===== config.mk =====
export PLATFORM = sky130hd
export DESIGN_NAME = sca_blk_alloc
export DESIGN_NICKNAME = d
export VERILOG_FILES = /design/src/rtl/sca_blk_alloc.sv
export SDC_FILE = /design/constraint.sdc
export NUM_CORES = 1
export LEC_CHECK = 0
export ABC_AREA = 1
export BUFFER_PORTS_ARGS = -buffer_cell sky130_fd_sc_hd__buf_2
export CORE_MARGIN = 1
export CORE_UTILIZATION = 50
export CTS_BUF_LIST = sky130_fd_sc_hd__clkbuf_16
export CTS_CLUSTER_DIAMETER = 100
export DETAILED_ROUTE_END_ITERATION = 7
export PLACE_DENSITY_LB_ADDON = 0.15
export SLEW_MARGIN = 20
export SYNTH_ARGS = -nofsm -noshare
export SYNTH_HDL_FRONTEND = slang
export SYNTH_SLANG_ARGS = --single-unit
export TNS_END_PERCENT = 30

===== constraint.sdc =====
create_clock -name CLK -period 2.4 [get_ports CLK]
set_input_delay 0.48 -clock CLK [delete_from_list [all_inputs] [get_ports CLK]]
set_output_delay 0.48 -clock CLK [all_outputs]
set_load 0.01 [all_outputs]

===== src/rtl/sca_blk_alloc.sv =====
// ---------------------------------------------------------------------------
// sca_blk_alloc
//   Parametrised SCA block allocator. Keeps a free/used map of NBLK = 2**AW
//   SCA blocks, offers the next free block to the write controller and
//   accepts one allocate and one release per clock. After reset an INIT
//   sweep fills the map one block per clock; READY rises when it completes.
//
// Parameters
//   AW        block address width (NBLK = 2**AW)
//   RSVD_MASK bit i = 1 -> block i is reserved (never free, never allocated)
//   MODE      0: nearest free block circularly after RDADR; 1: lowest free index
//   TMR       1: free map, free counter and FSM state are triplicated and voted
//
// Ports
//   CLK, RST   clock, asynchronous active-high reset
//   RDADR      current block, search origin for MODE 0
//   ALLOC      1-cycle pulse: take block NADR
//   RLS        1-cycle pulse: free block RLS_ADR
//   RLS_ADR    block to release
//   CLR_ERR    synchronous clear of the sticky error flags
//   READY      initialisation sweep done
//   NADR       next free block (valid when !FULL)
//   NFREE      number of free blocks
//   FULL       no free block
//   FREE_MAP   free map, 1 = free
//   ERR_OVF    sticky: ALLOC while FULL or !READY
//   ERR_RLS    sticky: bad release, or RLS while !READY
// ---------------------------------------------------------------------------
module sca_blk_alloc #(
    parameter int unsigned           AW        = 4,
    parameter logic [(2**AW)-1:0]    RSVD_MASK = '0,
    parameter int unsigned           MODE      = 0,
    parameter int unsigned           TMR       = 0
) (
    input  logic                 CLK,
    input  logic                 RST,
    input  logic [AW-1:0]        RDADR,
    input  logic                 ALLOC,
    input  logic                 RLS,
    input  logic [AW-1:0]        RLS_ADR,
    input  logic                 CLR_ERR,
    output logic                 READY,
    output logic [AW-1:0]        NADR,
    output logic [AW:0]          NFREE,
    output logic                 FULL,
    output logic [(2**AW)-1:0]   FREE_MAP,
    output logic                 ERR_OVF,
    output logic                 ERR_RLS
);

    localparam int unsigned NBLK   = 2**AW;
    localparam logic [AW:0] NF_ONE = (AW+1)'(1);

    typedef enum logic {
        S_INIT = 1'b0,
        S_RUN  = 1'b1
    } state_t;

    // Current (voted when TMR) and next values of the protected state
    logic [NBLK-1:0] free_v, free_d;
    logic [AW:0]     nfree_v, nfree_d;
    state_t          state_v, state_d;

    logic [AW-1:0]   ptr_q, ptr_d;
    logic [AW-1:0]   nadr_q, nadr_d;
    logic            full_q, full_d;
    logic            ready_q, ready_d;
    logic            err_ovf_q, err_ovf_d;
    logic            err_rls_q, err_rls_d;

    logic            alloc_ok, rls_ok, found;
    logic [AW-1:0]   idx;

    // ------------------------------------------------------------------
    // Map / counter / FSM next state
    // ------------------------------------------------------------------
    always_comb begin
        free_d   = free_v;
        nfree_d  = nfree_v;
        state_d  = state_v;
        ptr_d    = ptr_q;
        alloc_ok = 1'b0;
        rls_ok   = 1'b0;
        if (state_v == S_INIT) begin
            free_d[ptr_q] = ~RSVD_MASK[ptr_q];
            if (!RSVD_MASK[ptr_q]) begin
                nfree_d = nfree_v + NF_ONE;
            end
            ptr_d = ptr_q + 1'b1;
            if (ptr_q == '1) begin
                state_d = S_RUN;
            end
        end else begin
            // FULL is the pre-edge registered flag, so ALLOC while FULL is
            // rejected even when a release lands in the same clock.
            alloc_ok = ALLOC && !full_q;
            rls_ok   = RLS && !free_v[RLS_ADR] && !RSVD_MASK[RLS_ADR];
            // nadr_q is free and RLS_ADR is used, so the two never collide
            if (alloc_ok) begin
                free_d[nadr_q] = 1'b0;
            end
            if (rls_ok) begin
                free_d[RLS_ADR] = 1'b1;
            end
            if (rls_ok && !alloc_ok) begin
                nfree_d = nfree_v + NF_ONE;
            end else if (alloc_ok && !rls_ok) begin
                nfree_d = nfree_v - NF_ONE;
            end
        end
    end

    // ------------------------------------------------------------------
    // Next-block search on the next-state map. Candidates are visited from
    // lowest to highest priority so the last hit is the winner.
    // ------------------------------------------------------------------
    always_comb begin
        nadr_d = nadr_q;
        found  = 1'b0;
        idx    = '0;
        for (int unsigned i = 0; i < NBLK; i++) begin
            if (MODE == 0) begin
                // i=0 -> offset NBLK == RDADR itself (last resort),
                // i=NBLK-1 -> RDADR+1 (first choice)
                idx = RDADR + AW'(NBLK - i);
            end else begin
                idx = AW'(NBLK - 1 - i);
            end
            if (free_d[idx]) begin
                nadr_d = idx;
                found  = 1'b1;
            end
        end
        full_d = ~found;
    end

    // ------------------------------------------------------------------
    // Sticky errors: a new error in the same clock beats CLR_ERR
    // ------------------------------------------------------------------
    always_comb begin
        err_ovf_d = err_ovf_q;
        err_rls_d = err_rls_q;
        if (CLR_ERR) begin
            err_ovf_d = 1'b0;
            err_rls_d = 1'b0;
        end
        if (ALLOC && !alloc_ok) begin
            err_ovf_d = 1'b1;
        end
        if (RLS && !rls_ok) begin
            err_rls_d = 1'b1;
        end
        ready_d = (state_d == S_RUN);
    end

    always_ff @(posedge CLK or posedge RST) begin
        if (RST) begin
            ptr_q     <= '0;
            nadr_q    <= '0;
            full_q    <= 1'b1;
            ready_q   <= 1'b0;
            err_ovf_q <= 1'b0;
            err_rls_q <= 1'b0;
        end else begin
            ptr_q     <= ptr_d;
            nadr_q    <= nadr_d;
            full_q    <= full_d;
            ready_q   <= ready_d;
            err_ovf_q <= err_ovf_d;
            err_rls_q <= err_rls_d;
        end
    end

    // ------------------------------------------------------------------
    // Protected state storage
    // ------------------------------------------------------------------
    if (TMR != 0) begin : g_tmr
        logic [NBLK-1:0] free_r  [3];
        logic [AW:0]     nfree_r [3];
        state_t          state_r [3];

        // Each copy reloads from the voted next state, so a single upset is
        // scrubbed on the following clock.
        always_ff @(posedge CLK or posedge RST) begin
            if (RST) begin
                for (int unsigned c = 0; c < 3; c++) begin
                    free_r[c]  <= '0;
                    nfree_r[c] <= '0;
                    state_r[c] <= S_INIT;
                end
            end else begin
                for (int unsigned c = 0; c < 3; c++) begin
                    free_r[c]  <= free_d;
                    nfree_r[c] <= nfree_d;
                    state_r[c] <= state_d;
                end
            end
        end

        assign free_v  = (free_r[0] & free_r[1]) | (free_r[0] & free_r[2])
                       | (free_r[1] & free_r[2]);
        assign nfree_v = (nfree_r[0] & nfree_r[1]) | (nfree_r[0] & nfree_r[2])
                       | (nfree_r[1] & nfree_r[2]);
        assign state_v = state_t'((state_r[0] & state_r[1]) | (state_r[0] & state_r[2])
                       | (state_r[1] & state_r[2]));
    end else begin : g_simplex
        logic [NBLK-1:0] free_q;
        logic [AW:0]     nfree_q;
        state_t          state_q;

        always_ff @(posedge CLK or posedge RST) begin
            if (RST) begin
                free_q  <= '0;
                nfree_q <= '0;
                state_q <= S_INIT;
            end else begin
                free_q  <= free_d;
                nfree_q <= nfree_d;
                state_q <= state_d;
            end
        end

        assign free_v  = free_q;
        assign nfree_v = nfree_q;
        assign state_v = state_q;
    end

    assign READY    = ready_q;
    assign NADR     = nadr_q;
    assign NFREE    = nfree_v;
    assign FULL     = full_q;
    assign FREE_MAP = free_v;
    assign ERR_OVF  = err_ovf_q;
    assign ERR_RLS  = err_rls_q;

endmodule


* Word-level counts from Yosys, hierarchy flattened
Memories as Yosys holds them, arrays and structs flattened. Index checks and enable logic that the tools add are counted.
Word-level totals: bits in registers 33, ROM bits 32, input bits 13, output and inout port bits 29, logic and storage cells 169, memories kept 2
Cells by class: add/sub/neg operators 18, order comparisons 22, eq/ne operators 3, multiplexer cells 90, bitwise operators 5, reduce and logical (&&, ||, !) cells 21
Memory list:
- (no name shown) | depth 16, bits a word 1, rd ports 1, clocked after memory_dff 0, wr ports 0, line 97 | rls_ok = RLS && !free_v[RLS_ADR] && !RSVD_MASK[RLS_ADR];
- (no name shown) | depth 16, bits a word 1, rd ports 1, clocked after memory_dff 0, wr ports 0, line 86 | if (!RSVD_MASK[ptr_q]) begin
Operator list (number):
- less-than comparator 4 x 5 -> 1 bit (second input constant) | 19
- binary-select mux 1 bit (select 4 bit) | 17
- 2-to-1 mux 16 bit | 4
- 2-to-1 mux 4 bit | 16
- 2-to-1 mux 1 bit | 45
- adder 4 bit (second input constant) | 8
- 2-to-1 mux 5 bit | 4
- adder 4 x 3 -> 4 bit (second input constant) | 4
- AND 16 bit | 1
- bitwise mux 16 bit | 1
- NOT 16 bit | 1
- OR 16 bit | 1
- nonzero test 16 bit | 1
- demux 1 bit (select 4 bit) | 3
- greater-or-equal comparator 4 x 1 -> 1 bit (second input constant) | 3
- logical AND 1 bit | 10
- adder 4 x 1 -> 4 bit (second input constant) | 2
- adder 4 x 2 -> 4 bit (second input constant) | 2
- zero test 1 bit | 7
- adder 5 x 1 -> 5 bit (second input constant) | 1
- subtractor 5 x 1 -> 5 bit (second input constant) | 1
- == test 4 bit (second input constant) | 1
- nonzero test 2 bit | 2
- inequality test 3 x 1 -> 1 bit (second input constant) | 1
- other kinds (3) | 4

* Depth between registers and ports, before layout
Gate-level depths: netlist of run 1.
depth in word-level cells 30, mapped depth 34, depth with buffers taken out 33

* Worst setup path before layout of run 1
Ideal clock, no wire load.
path type input port to flip-flop, start in RDADR[1], end reg nadr_q[2] (netlist: NADR[2]), library setup time 0.117 ns, data arrival time 2.642 ns, required time 2.283 ns, slack -0.359 ns, stages on the path 26, path buffers 2, path through inv_1 -> buf_2 -> ha_1 -> inv_1 -> clkbuf_1 -> nand3_1 -> nand2_1 -> nand2_1 -> nand3_1 -> nand2_1 -> a21oi_1 -> nand3_1 -> nand2_1 -> nand2_1 -> nand2_1 -> nand2_1 -> nand2_1 -> nand2_1 -> nand2_1 -> nand2_1 -> nand2_1 -> nand2_1 -> nand2_1 -> nand2_1 -> nand2_1 -> nand2_1
On the way: cells in the longest elaborated chain, start to end 18, elaborated cells between the ends (all ways) 63, those cells by class add/sub: 15; mux: 47; reduce/logical: 1
Ends and longest elaborated chain:
- start, declared | line 37 | input logic [AW-1:0] RDADR,
- adder 4 bit | line 125 | idx = RDADR + AW'(NBLK - i);
- binary-select mux 1 bit (select 4 bit) | line 129 | if (free_d[idx]) begin
- 2-to-1 mux 1 bit (not written as such) | line 129
- 2-to-1 mux 4 bit (15 in series) | line 129
- end signal, assigned | line 166 | nadr_q <= nadr_d;
- end, declared | line 65 | logic [AW-1:0] nadr_q, nadr_d;
Several ways; a longest one is shown, not always the timed one. The select of a mux whose other input is x is not followed. A chain may end at the register's enable or synchronous reset.

* Final worst setup path of run 1
start reg g_simplex.free_q[12] (netlist: FREE_MAP[12]), end reg nadr_q[1] (netlist: NADR[1])
On the way: cells in the longest elaborated chain, start to end 24, elaborated cells between the ends (all ways) 60, those cells by class mux: 54; bitwise: 2; reduce/logical: 4
Ends and longest elaborated chain:
- start, declared | line 207 | logic [NBLK-1:0] free_q;
- start signal, assigned | line 217 | free_q <= free_d;
- binary-select mux 1 bit (select 4 bit) | line 97
- 2-to-1 mux 1 bit (not written as such) | line 97
- zero test 1 bit | line 97
- logical AND 1 bit (2 in series) | line 97
- 2-to-1 mux 16 bit | line 102 | if (rls_ok) begin
- 2-to-1 mux 16 bit * | line 84 | if (state_v == S_INIT) begin
- binary-select mux 1 bit (select 4 bit) | line 129
- 2-to-1 mux 1 bit (not written as such) | line 129
- 2-to-1 mux 4 bit (15 in series) | line 129
Mark *: on every way between the ends. The rest lies on a longest branch, timed or not. The select of a mux whose other input is x is not followed.

==> results of run 1 <==
-- per-layer routing --
metal | GRT usage (%) | up-vias
met2 | 59.1 | 379
met5 | 0 | -
li1 | - | 2483
met4 | 10.1 | 0
met1 | 47.7 | 2446
met3 | 4.61 | 58
-- critical path, stage by stage (launching register included) --
cell and delay [ns]:
dfrtp_1 0.36, inv_1 0.09, o21ai_1 0.14, nand2_1 0.06
nand2_1 0.06, nand2_1 0.06, nand2_2 0.12, clkinv_4 0.09
buf_4 0.18, nand3_4 0.10, nand2_4 0.06, nand3_2 0.08
nand3_1 0.09, nand2_2 0.14, nand2_4 0.08, nand3_4 0.10
nand2_4 0.08, buf_4 0.14, nor3_1 0.15, nor4b_2 0.22
nand2_1 0.17, inv_2 0.15, a21oi_1 0.05, nand2_1 0.08
nand2_1 0.05
-- cell usage in the layout, fill, tap and decap left out, types with 2 or more instances in the layout --
cell type	instances
a21oi_1	54
nor3_1	2
a21boi_0	7
clkinv_1	2
inv_1	73
buf_6	2
a21oi_2	8
nand3_2	40
o21ai_0	9
dfrtp_1	32
inv_4	2
nand3_1	58
a31oi_1	2
buf_2	39
inv_2	4
nand2_4	17
nor2_1	41
o21ai_1	5
nor2_4	2
buf_12	6
nand4_1	5
xor2_1	12
xnor2_1	3
nand3_4	19
a211o_1	4
a311o_1	9
nand2_2	29
buf_4	127
clkbuf_16	5
ha_1	11
nand2_1	165
nor2_2	6
ha_2	2
-- area by class of cell --
cell class	count	area [um2]	share of cell area, %
repair inverters	1	6.26	0.104
inverters	80	308	5.11
clock buffers	5	125	2.08
flip-flops and latches	33	827	13.7
repair buffers	175	1310	21.7
multi-input cells	522	3290	54.5
well taps	102	128	2.12
clock inverters	3	41.3	0.685
-- logic make-up (layout without fill, tap and decap cells) --
group                    Yosys count  after routing  share of synthesized area, %
AND/OR/NAND/NOR                  388            389                          45.2
flip-flops                        33             33                          20.7
AO/OA/AOI/OAI                    105            105                          15.8
adder cells (fa/ha/maj)           13             13                          4.06
buffers and inverters            102            264                          10.9
XOR/XNOR                          15             15                          3.28
-- cell usage after synthesis, types with 6 or more instances --
cell | instances | share of area [%]
a21boi_0 | 7 | 1.3
a21oi_1 | 62 | 7.8
a311o_1 | 9 | 2.3
buf_2 | 8 | 1.0
clkbuf_1 | 6 | 0.56
dfrtp_1 | 32 | 20
ha_1 | 13 | 4.1
inv_1 | 73 | 6.8
inv_2 | 6 | 0.56
nand2_1 | 192 | 18
nand2_2 | 19 | 3.0
nand3_1 | 95 | 12
nand3_2 | 22 | 5.5
nor2_1 | 44 | 4.1
o21ai_0 | 12 | 1.5
xor2_1 | 12 | 2.6
-- power by group --
group,internal (mW),total [mW],switching (mW),leakage [nW]
Sequential,0.770,0.983,0.213,0.392
Clock,0.486,0.733,0.248,0.0775
Combinational,1.63,3.85,2.23,2.62
Total,2.88,5.57,2.69,3.09
-- worst max-delay path by stage --
stage                    to  slack (ns)
floorplan           NADR[2]       -0.33
global placement    NADR[3]       -0.96
detailed placement  NADR[3]       -1.06
CTS                 NADR[3]       -0.56
global route        NADR[2]       -0.91
finish              NADR[1]       -0.65
-- registers in the layout, indices dropped and copies added (netlist names) --
name	flops
FREE_MAP	16
NFREE	5
NADR	4
ptr_q	4
ERR_OVF	1
ERR_RLS	1
FULL	1
g_simplex.state_q	1
-- through the flow --
step	total power [mW]	util, %	instance area (um2)	hold WS [ns]
2_1_floorplan	2.75	-	4020	0.516
3_3_place_gp	4.09	67.3	5200	0.518
3_5_place_dp	4.15	67.3	5200	0.520
4_1_cts	5.10	73.5	5680	0.298
5_1_grt	5.93	78.0	6030	0.347
6_report	5.57	78.0	6030	0.282
-- repair_timing --
item,4_1_cts,5_1_grt
setup buffers,6,6
setup endpoints to repair,5,7
gates resized for setup,68,64
gates cloned,1,1
pin swaps,31,32
==> results.md, run 1 <==
* Drt total wl at 15700 um
* Worst-path fanout max at 7
* Area growth syn-to-layout at 50.5%
* PnR worst setup slack at -0.654 ns
* R2r setup slk at -0.65 ns
* CTS Buffer Depth at 2
* Worst Skew at 0.00629 ns
* Uppermost layer routed: met4
* Fin. Hold Viols at 0
* Die ar. at 8370 um2
* Status: complete, but fails checks
* Required time worst endpoint at 2.57 ns
* RSZ-0062 raised after global routing: yes
* Vias at 5366
* Ys flop type: dfrtp_1
* Leakage at 3.09 nW
* Number of flops mapped to enable cells by yosys at 0
* Worst setup startpoint: FREE_MAP[12]
* Layout cells sized above 1 at 38.8%
* Period minus WS final at 3.05 ns
* Starting Density at 51.8%
* Die Ht at 91.5 um
* Post-Place Cells at 900
* Core Box Area at 7730 um2
* Netlist Area Pre-Place at 4000 um2
* Clock root buffer: clkbuf_16
* Crit path kind: flop to flop
* Final Max Tran Viols at 0
* Pre-CTS setup slack at -1.06 ns
* Wire length on met1 at 6240 um
* Num CTS Buffers at 5
* CTS H-Tree Depth at 2
* Synth Warn # at 0
* Mean Syn Cell Area at 6.10 um2
* Number of max-cap violations at 0
* Pwr per Cell Area at 924 nW/um2
* Reg2reg start: FREE_MAP[12]
* Post-route ant nets at 0
* RR Endpoint: NADR[1]
* Vias in the first global route at 4949
* # rows at 32
* Ant diodes at 0
* Length of the first detailed-routing pass in iterations at 6
* Arr. time, crit path at 3.22 ns
* I/O Pins at 42
* Iter 0 DRT Violations at 698
* Peak VDD IR at 0.639 mV
* Setup TNS Final at -3.14 ns
* Max-slew headroom at 62.4%
* CP startpoint kind: flop
* Fin cells at 921
* Routability cong. at 1.01
* Residual DRC at 0
* Hold Crit Class: input pin to async pin
* Mapped Cells at 656
* Clock sinks at 33
* Failing checks: setup timing
* Yosys cell types at 39
* Syn_nets at 682
* Avg WL per Cell at 17.0 um
* Vias/cell at 5.83
* CTS tree: built
* Ys async rst share at 100%
* CP endpoint kind: flop
* Largest net degree at the start of global routing at 34
* Fin crit share at 127%
* Total track usage at 35.4%
* Met3 WL at 1570 um
* Worst skew pair latency at 0.28 ns
* DR WL met2 at 7370 um
* Register area share after synthesis at 20.7%
* Slew @ Worst Pin at 0.560 ns
* Fmax at 0.327 GHz
* Initial antenna violation count at 0
* First-pass GRT wire length at 23600 um
* Final setup fails at 5
* Die W at 91.5 um
* Final nets at 844
* Hold Buf Count CTS at 0
* IO buf count at 41
* Layout fillers at 562
* HPWL after DPL at 10900 um
* Flop and latch count out of synthesis at 33
* CTS clk-pin slew, worst paths at 0.06 ns
* Total grt overflow at 0
* Worst reg2reg path depth at 24
(Power assumes the default switching activity.)
==> run 2: changes to the inputs <==
Settings changed: BUFFER_PORTS_ARGS -buffer_cell sky130_fd_sc_hd__buf_2 to -buffer_cell sky130_fd_sc_hd__buf_4, CORE_MARGIN 1 to not set.
==> run 2 against run 1 <==
  * The flow still finishes with violations (setup timing)
  * Count of clock-buffer cells in the layout stayed put
  * Core utilization stayed put
  * Clock power is 0.7% higher
  * Setup slack better by 0.030 ns
  * Combinational power hardly changed
  * Worst hold slack better by 0.013 ns
  * Global-route usage is 0.90 points higher
  * Clock skew is 0.0023 ns lower
  * Register-to-register slack better by 0.03 ns
  * Critical path depth is 7 higher
  * Fmax is 1.0% higher
  * Final cell count stayed put
==> results.md, run 2 (synthesized netlist as in run 1, its figures left out) <==
* CP startpoint kind: flop
* Fin crit share at 126% (-1.3 points)
* PnR worst setup slack at -0.624 ns (+0.0302 ns)
* Fmax at 0.331 GHz (+1.0%)
* Max reg flops at 16 (unchanged)
* CP endpoint kind: flop
* Routability cong. at 1.01 (-0.21%)
* Most common cell after layout, fill and taps aside: buf_4
* Total track usage at 36.3% (+0.90 points)
* Setup TNS Final at -2.75 ns (+0.392 ns)
* First-pass GRT wire length at 24100 um (+2.1%)
* Iter 0 DRT Violations at 518 (-26%)
* Worst skew pair latency at 0.28 ns (about the same)
* Number of max-cap violations at 0 (unchanged)
* Avg WL per Cell at 16.6 um (-2.3%)
* Status: complete, but fails checks
* Peak VDD IR at 0.724 mV (+13%)
* Required time worst endpoint at 2.61 ns (+0.04 ns)
* Fin util at 78.0% (unchanged)
* Slew @ Worst Pin at 0.645 ns (+0.0851 ns)
* Worst reg2reg path depth at 31 (+29%)
* Core Box Area at 7730 um2 (unchanged)
* Initial antenna violation count at 0 (unchanged)
* Cell mode on critical path: nand2_1
* Worst setup startpoint: FREE_MAP[0]
* HPWL after DPL at 11600 um (+6.2%)
* CTS clk-pin slew, worst paths at 0.06 ns (about the same)
* Hold Buf Count CTS at 0 (unchanged)
* Layout cells sized above 1 at 40.4% (+1.6 points)
* R2r setup slk at -0.62 ns (+0.03 ns)
* Reg2reg start: FREE_MAP[0]
* Die W at 91.5 um (unchanged)
* Hold Crit Class: input pin to async pin
* Period minus WS final at 3.02 ns (-0.0302 ns)
* Length of the first detailed-routing pass in iterations at 5 (-1)
* Ant diodes at 0 (unchanged)
* Register area at 828 um2 (+0.15%)
* Num CTS Buffers at 5 (unchanged)
* Total grt overflow at 0 (unchanged)
* Largest net degree at the start of global routing at 34 (unchanged)
* Fin. Hold Viols at 0 (unchanged)
* Post-route ant nets at 0 (unchanged)
* CTS tree: built
* CTS Buffer Depth at 2 (unchanged)
* RR Endpoint: NADR[3]
* Layout fillers at 592 (+5.3%)
* # rows at 32 (unchanged)
* Clock root buffer: clkbuf_16
* Final nets at 844 (unchanged)
* I/O Pins at 42 (unchanged)
* Area growth syn-to-layout at 50.5% (unchanged)
* Die Ht at 91.5 um (unchanged)
* Worst-path fanout max at 4 (-3)
* Vias at 5272 (-1.8%)
* Starting Density at 51.8% (unchanged)
* Arr. time, crit path at 3.23 ns (about the same)
* Leakage at 3.10 nW (+0.42%)
* CP peak stage delay at 0.40 ns (+0.04 ns)
* Crit path kind: flop to flop
* Vias in the first global route at 4964 (+0.30%)
* Vias/cell at 5.72 (-1.8%)
* Pre-CTS setup slack at -0.900 ns (+0.157 ns)
* Residual DRC at 0 (unchanged)
* Final setup fails at 5 (unchanged)
* Pwr per Cell Area at 919 nW/um2 (-0.62%)
* Drt total wl at 15300 um (-2.3%)
* Clock sinks at 33 (unchanged)
* Total chip power at 5.54 mW (-0.62%)
* IO buf count at 41 (unchanged)
* CTS H-Tree Depth at 2 (unchanged)
* Commonest non-fill, non-tap cells in the layout: buf_4, nand2_1, inv_1
* Max-slew headroom at 56.8% (-5.6 points)
* Die ar. at 8370 um2 (unchanged)
* Worst Skew at 0.00396 ns (-0.00234 ns)
* RSZ-0062 raised after global routing: yes
* Failing checks: setup timing
* Area occupied by multi-input gates at 3210 um2 (-2.3%)
* Final Max Tran Viols at 0 (unchanged)
* Max stage delay cell, worst path: dfrtp_1
==> run 2: through the flow <==
step	hold slack, ns	cells	instance area (um2)
after global routing	0.342	921	6030
after detailed placement	0.535	905	5330
after floorplan	0.516	656	4020
after global placement	0.523	905	5330
final	0.294	921	6030
after CTS	0.306	917	5610
==> run 2: repair_timing <==
action | 4_1_cts | 5_1_grt
buffers inserted | 4 | 4
cloned | 0 | 1
pin swaps | 3 | 28
setup endpoints to repair | 5 | 9
resized for setup | 22 | 99
==> run 2: cell type report <==
class	count	area share [%]
clock buffers	5	2.08
clock inverters	3	0.685
repair buffers	176	22.9
repair inverters	1	0.104
multi-input cells	521	53.2
well taps	102	2.12
inverters	80	5.11
flip-flops and latches	33	13.7
==> run 2: worst max-delay path, delay by kind of cell (launching register included) <==
family | cells | cell delay, ns
compound gates | 3 | 0.43
buf+inv | 1 | 0.14
simple gates | 27 | 1.97
flops | 1 | 0.40
==> run 2: power by group <==
| group | internal [mW] | switching (mW) |
|---|---|---|
| Combinational | 1.68 | 2.14 |
| Sequential | 0.770 | 0.206 |
| Clock | 0.486 | 0.252 |
| Total | 2.93 | 2.60 |
==> run 2: metal layers <==
metal  vias to the layer above  wire [um]  track usage [%]
met3                        52       1600             5.61
met1                      2428       6420             50.7
li1                       2485          -                -
met5                         -          0                0
met4                         0        397             8.99
met2                       307       6900             58.3
==> run 2: worst max path at each step <==
stage | end | slack, ns | cells past startpoint
final | NADR[3] | -0.62 | 31
after detailed placement | NADR[3] | -0.90 | 32
after CTS | NADR[2] | -0.52 | 33
after global placement | NADR[2] | -0.85 | 34
after floorplan | NADR[2] | -0.33 | 34
after global routing | NADR[3] | -0.86 | 31
==> run 3: changes to the inputs <==
Settings changed: CORE_UTILIZATION 50 to 45.
==> run 3 against run 2 <==
  * The flow still finishes with violations (setup timing)
  * Fmax is 2.3% lower
  * Flip-flop and latch count stayed put
  * Sequential share of layout area is 0.28 points lower
  * Via count is 3.2% lower
  * Setup slack worse by 0.071 ns
  * Register-to-register slack worse by 0.07 ns
  * Highest routed layer unchanged
  * Design area is 1.9% higher
==> results.md, run 3 (synthesized netlist as in run 1, its figures left out) <==
* Status: complete, but fails checks
* Failing checks: setup timing
* CP peak stage delay at 0.40 ns (about the same)
* Fin crit share at 129% (+2.9 points)
* Post-route ant nets at 0 (unchanged)
* Buf+Inv Stages, Crit Path at 3 (+2)
* Worst-path fanout max at 7 (+3)
* Most common cell after layout, fill and taps aside: buf_4
* Vias in the first global route at 4775 (-3.8%)
* Core Box Area at 8680 um2 (+12%)
* Fmax at 0.323 GHz (-2.3%)
* I/O Pins at 42 (unchanged)
* Initial antenna violation count at 0 (unchanged)
* Clock root buffer: clkbuf_16
* Layout cells sized above 1 at 39.3% (-1.1 points)
* Die ar. at 9280 um2 (+11%)
* Worst Skew at 0.00422 ns (+0.000261 ns)
* Max reg flops at 16 (unchanged)
* Crit-path leading delay family: simple AND/OR/NAND/NOR gates
* Number of max-cap violations at 0 (unchanged)
* Required time worst endpoint at 2.57 ns (-0.04 ns)
* Iter 0 DRT Violations at 365 (-30%)
* Clock sinks at 33 (unchanged)
* Drt total wl at 15100 um (-1.2%)
* Fin. Hold Viols at 0 (unchanged)
* Starting Density at 46.1% (-5.7 points)
* CTS tree: built
* Leakage at 3.17 nW (+2.4%)
* Arr. time, crit path at 3.27 ns (+0.04 ns)
* Die W at 96.3 um (+5.3%)
* Area growth syn-to-layout at 53.4%
* Area after DPL at 5430 um2 (+1.9%)
* Design Area, Final at 6140 um2 (+1.9%)
* CTS clk-pin slew, worst paths at 0.06 ns (about the same)
* Pwr per Cell Area at 903 nW/um2 (-1.7%)
* Hold Crit Class: input pin to async pin
* Largest net degree at the start of global routing at 34 (unchanged)
* Period minus WS final at 3.09 ns (+0.0706 ns)
* Peak VDD IR at 0.636 mV (-12%)
* Crit path kind: flop to flop
* Avg WL per Cell at 16.1 um (-3.4%)
* Final nets at 859 (+1.8%)
* CP endpoint kind: flop
* Final Max Tran Viols at 0 (unchanged)
* Die Ht at 96.3 um (+5.3%)
* Routability cong. at 1.04 (+2.9%)
* Cell mode on critical path: nand2_1
* Commonest non-fill, non-tap cells in the layout: buf_4, nand2_1, inv_1
* PnR worst setup slack at -0.694 ns (-0.0706 ns)
* Total grt overflow at 0 (unchanged)
* Residual DRC at 0 (unchanged)
* HPWL after DPL at 11700 um (+1.3%)
* Ant diodes at 0 (unchanged)
* CTS Buffer Depth at 2 (unchanged)
* Final setup fails at 5 (unchanged)
* RSZ-0062 raised after global routing: yes
* Length of the first detailed-routing pass in iterations at 4 (-1)
* CP startpoint kind: flop
* Num CTS Buffers at 5 (unchanged)
* CTS H-Tree Depth at 2 (unchanged)
* Vias at 5104 (-3.2%)
* First-pass GRT wire length at 23200 um (-3.5%)
* Pre-CTS setup slack at -0.986 ns (-0.0859 ns)
* Max-slew headroom at 70.3% (+13 points)
* Slew @ Worst Pin at 0.444 ns (-0.201 ns)
* IO buf count at 41 (unchanged)
* Max stage delay cell, worst path: dfrtp_1
* # rows at 34 (+6.3%)
* Vias/cell at 5.42 (-5.3%)
* Worst skew pair latency at 0.28 ns (about the same)
* Total track usage at 33.2% (-3.1 points)
-- run 3: tightest hold or removal path, cell delays in order --
cell	delay [ns]
buf_4	0.10
inv_1	0.04
buf_4	0.39
-- run 3: layout make-up --
type                            instances  area, um2
Fill cell                             760       2540
Timing Repair Buffer                  191       1550
Timing Repair inverter                  1       7.51
Multi-Input combinational cell        521       3140
Clock buffer                            5        125
Tap cell                              108        135
Clock inverter                          3       41.3
Sequential cell                        33        827
Inverter                               80        310
-- run 3: final timing paths --
| kind | from | to | slack (ns) | cells past startpoint |
|---|---|---|---|---|
| max in group asynchronous | RST | FULL | 1.76 | 3 |
| hold reg to reg | ERR_OVF | ERR_OVF | 0.54 | 2 |
| setup / recovery | FREE_MAP[0] | NADR[0] | -0.69 | 28 |
| hold / removal | RST | NADR[1] | 0.31 | 3 |
| setup reg to reg | FREE_MAP[0] | NADR[0] | -0.69 | 28 |
| min in group CLK | CLR_ERR | ERR_OVF | 0.39 | 2 |
-- run 3: per-layer routing --
layer / vias to the layer above / wire length, um / part of all wire (%) / GRT usage, %
met2: 193 / 6990 / 46 / 53.4
li1: 2511 / - / - / -
met4: 0 / 164 / 1.1 / 6.86
met3: 22 / 1070 / 7.1 / 6.40
met1: 2378 / 6920 / 46 / 46.1
met5: - / 0 / 0 / 0
-- run 3: through the flow --
step                      util [%]  power (mW)  std cells  setup TNS (ns)  hold WS, ns
after floorplan                  -        2.75        656           -1.31        0.516
after global placement        62.5        4.29        922           -4.79        0.523
after detailed placement      62.5        4.33        922           -5.18        0.533
after CTS                     68.8        5.37        939           -2.97        0.327
after global routing          70.8        5.96        942           -4.55        0.365
final                         70.8        5.55        942           -3.15        0.307
-- run 3: timing repair --
item / in CTS / in global routing
resized for setup: 73 / 34
endpoints found under the setup margin: 5 / 10
buffers inserted: 7 / 3
hold buffers: 0 / 0
gates cloned: 2 / 0
pin swaps: 44 / 25
-- run 3: power by group --
part / switching [mW] / internal (mW)
Combinational: 2.11 / 1.75
Sequential: 0.184 / 0.770
Clock: 0.247 / 0.486
Total: 2.54 / 3.00
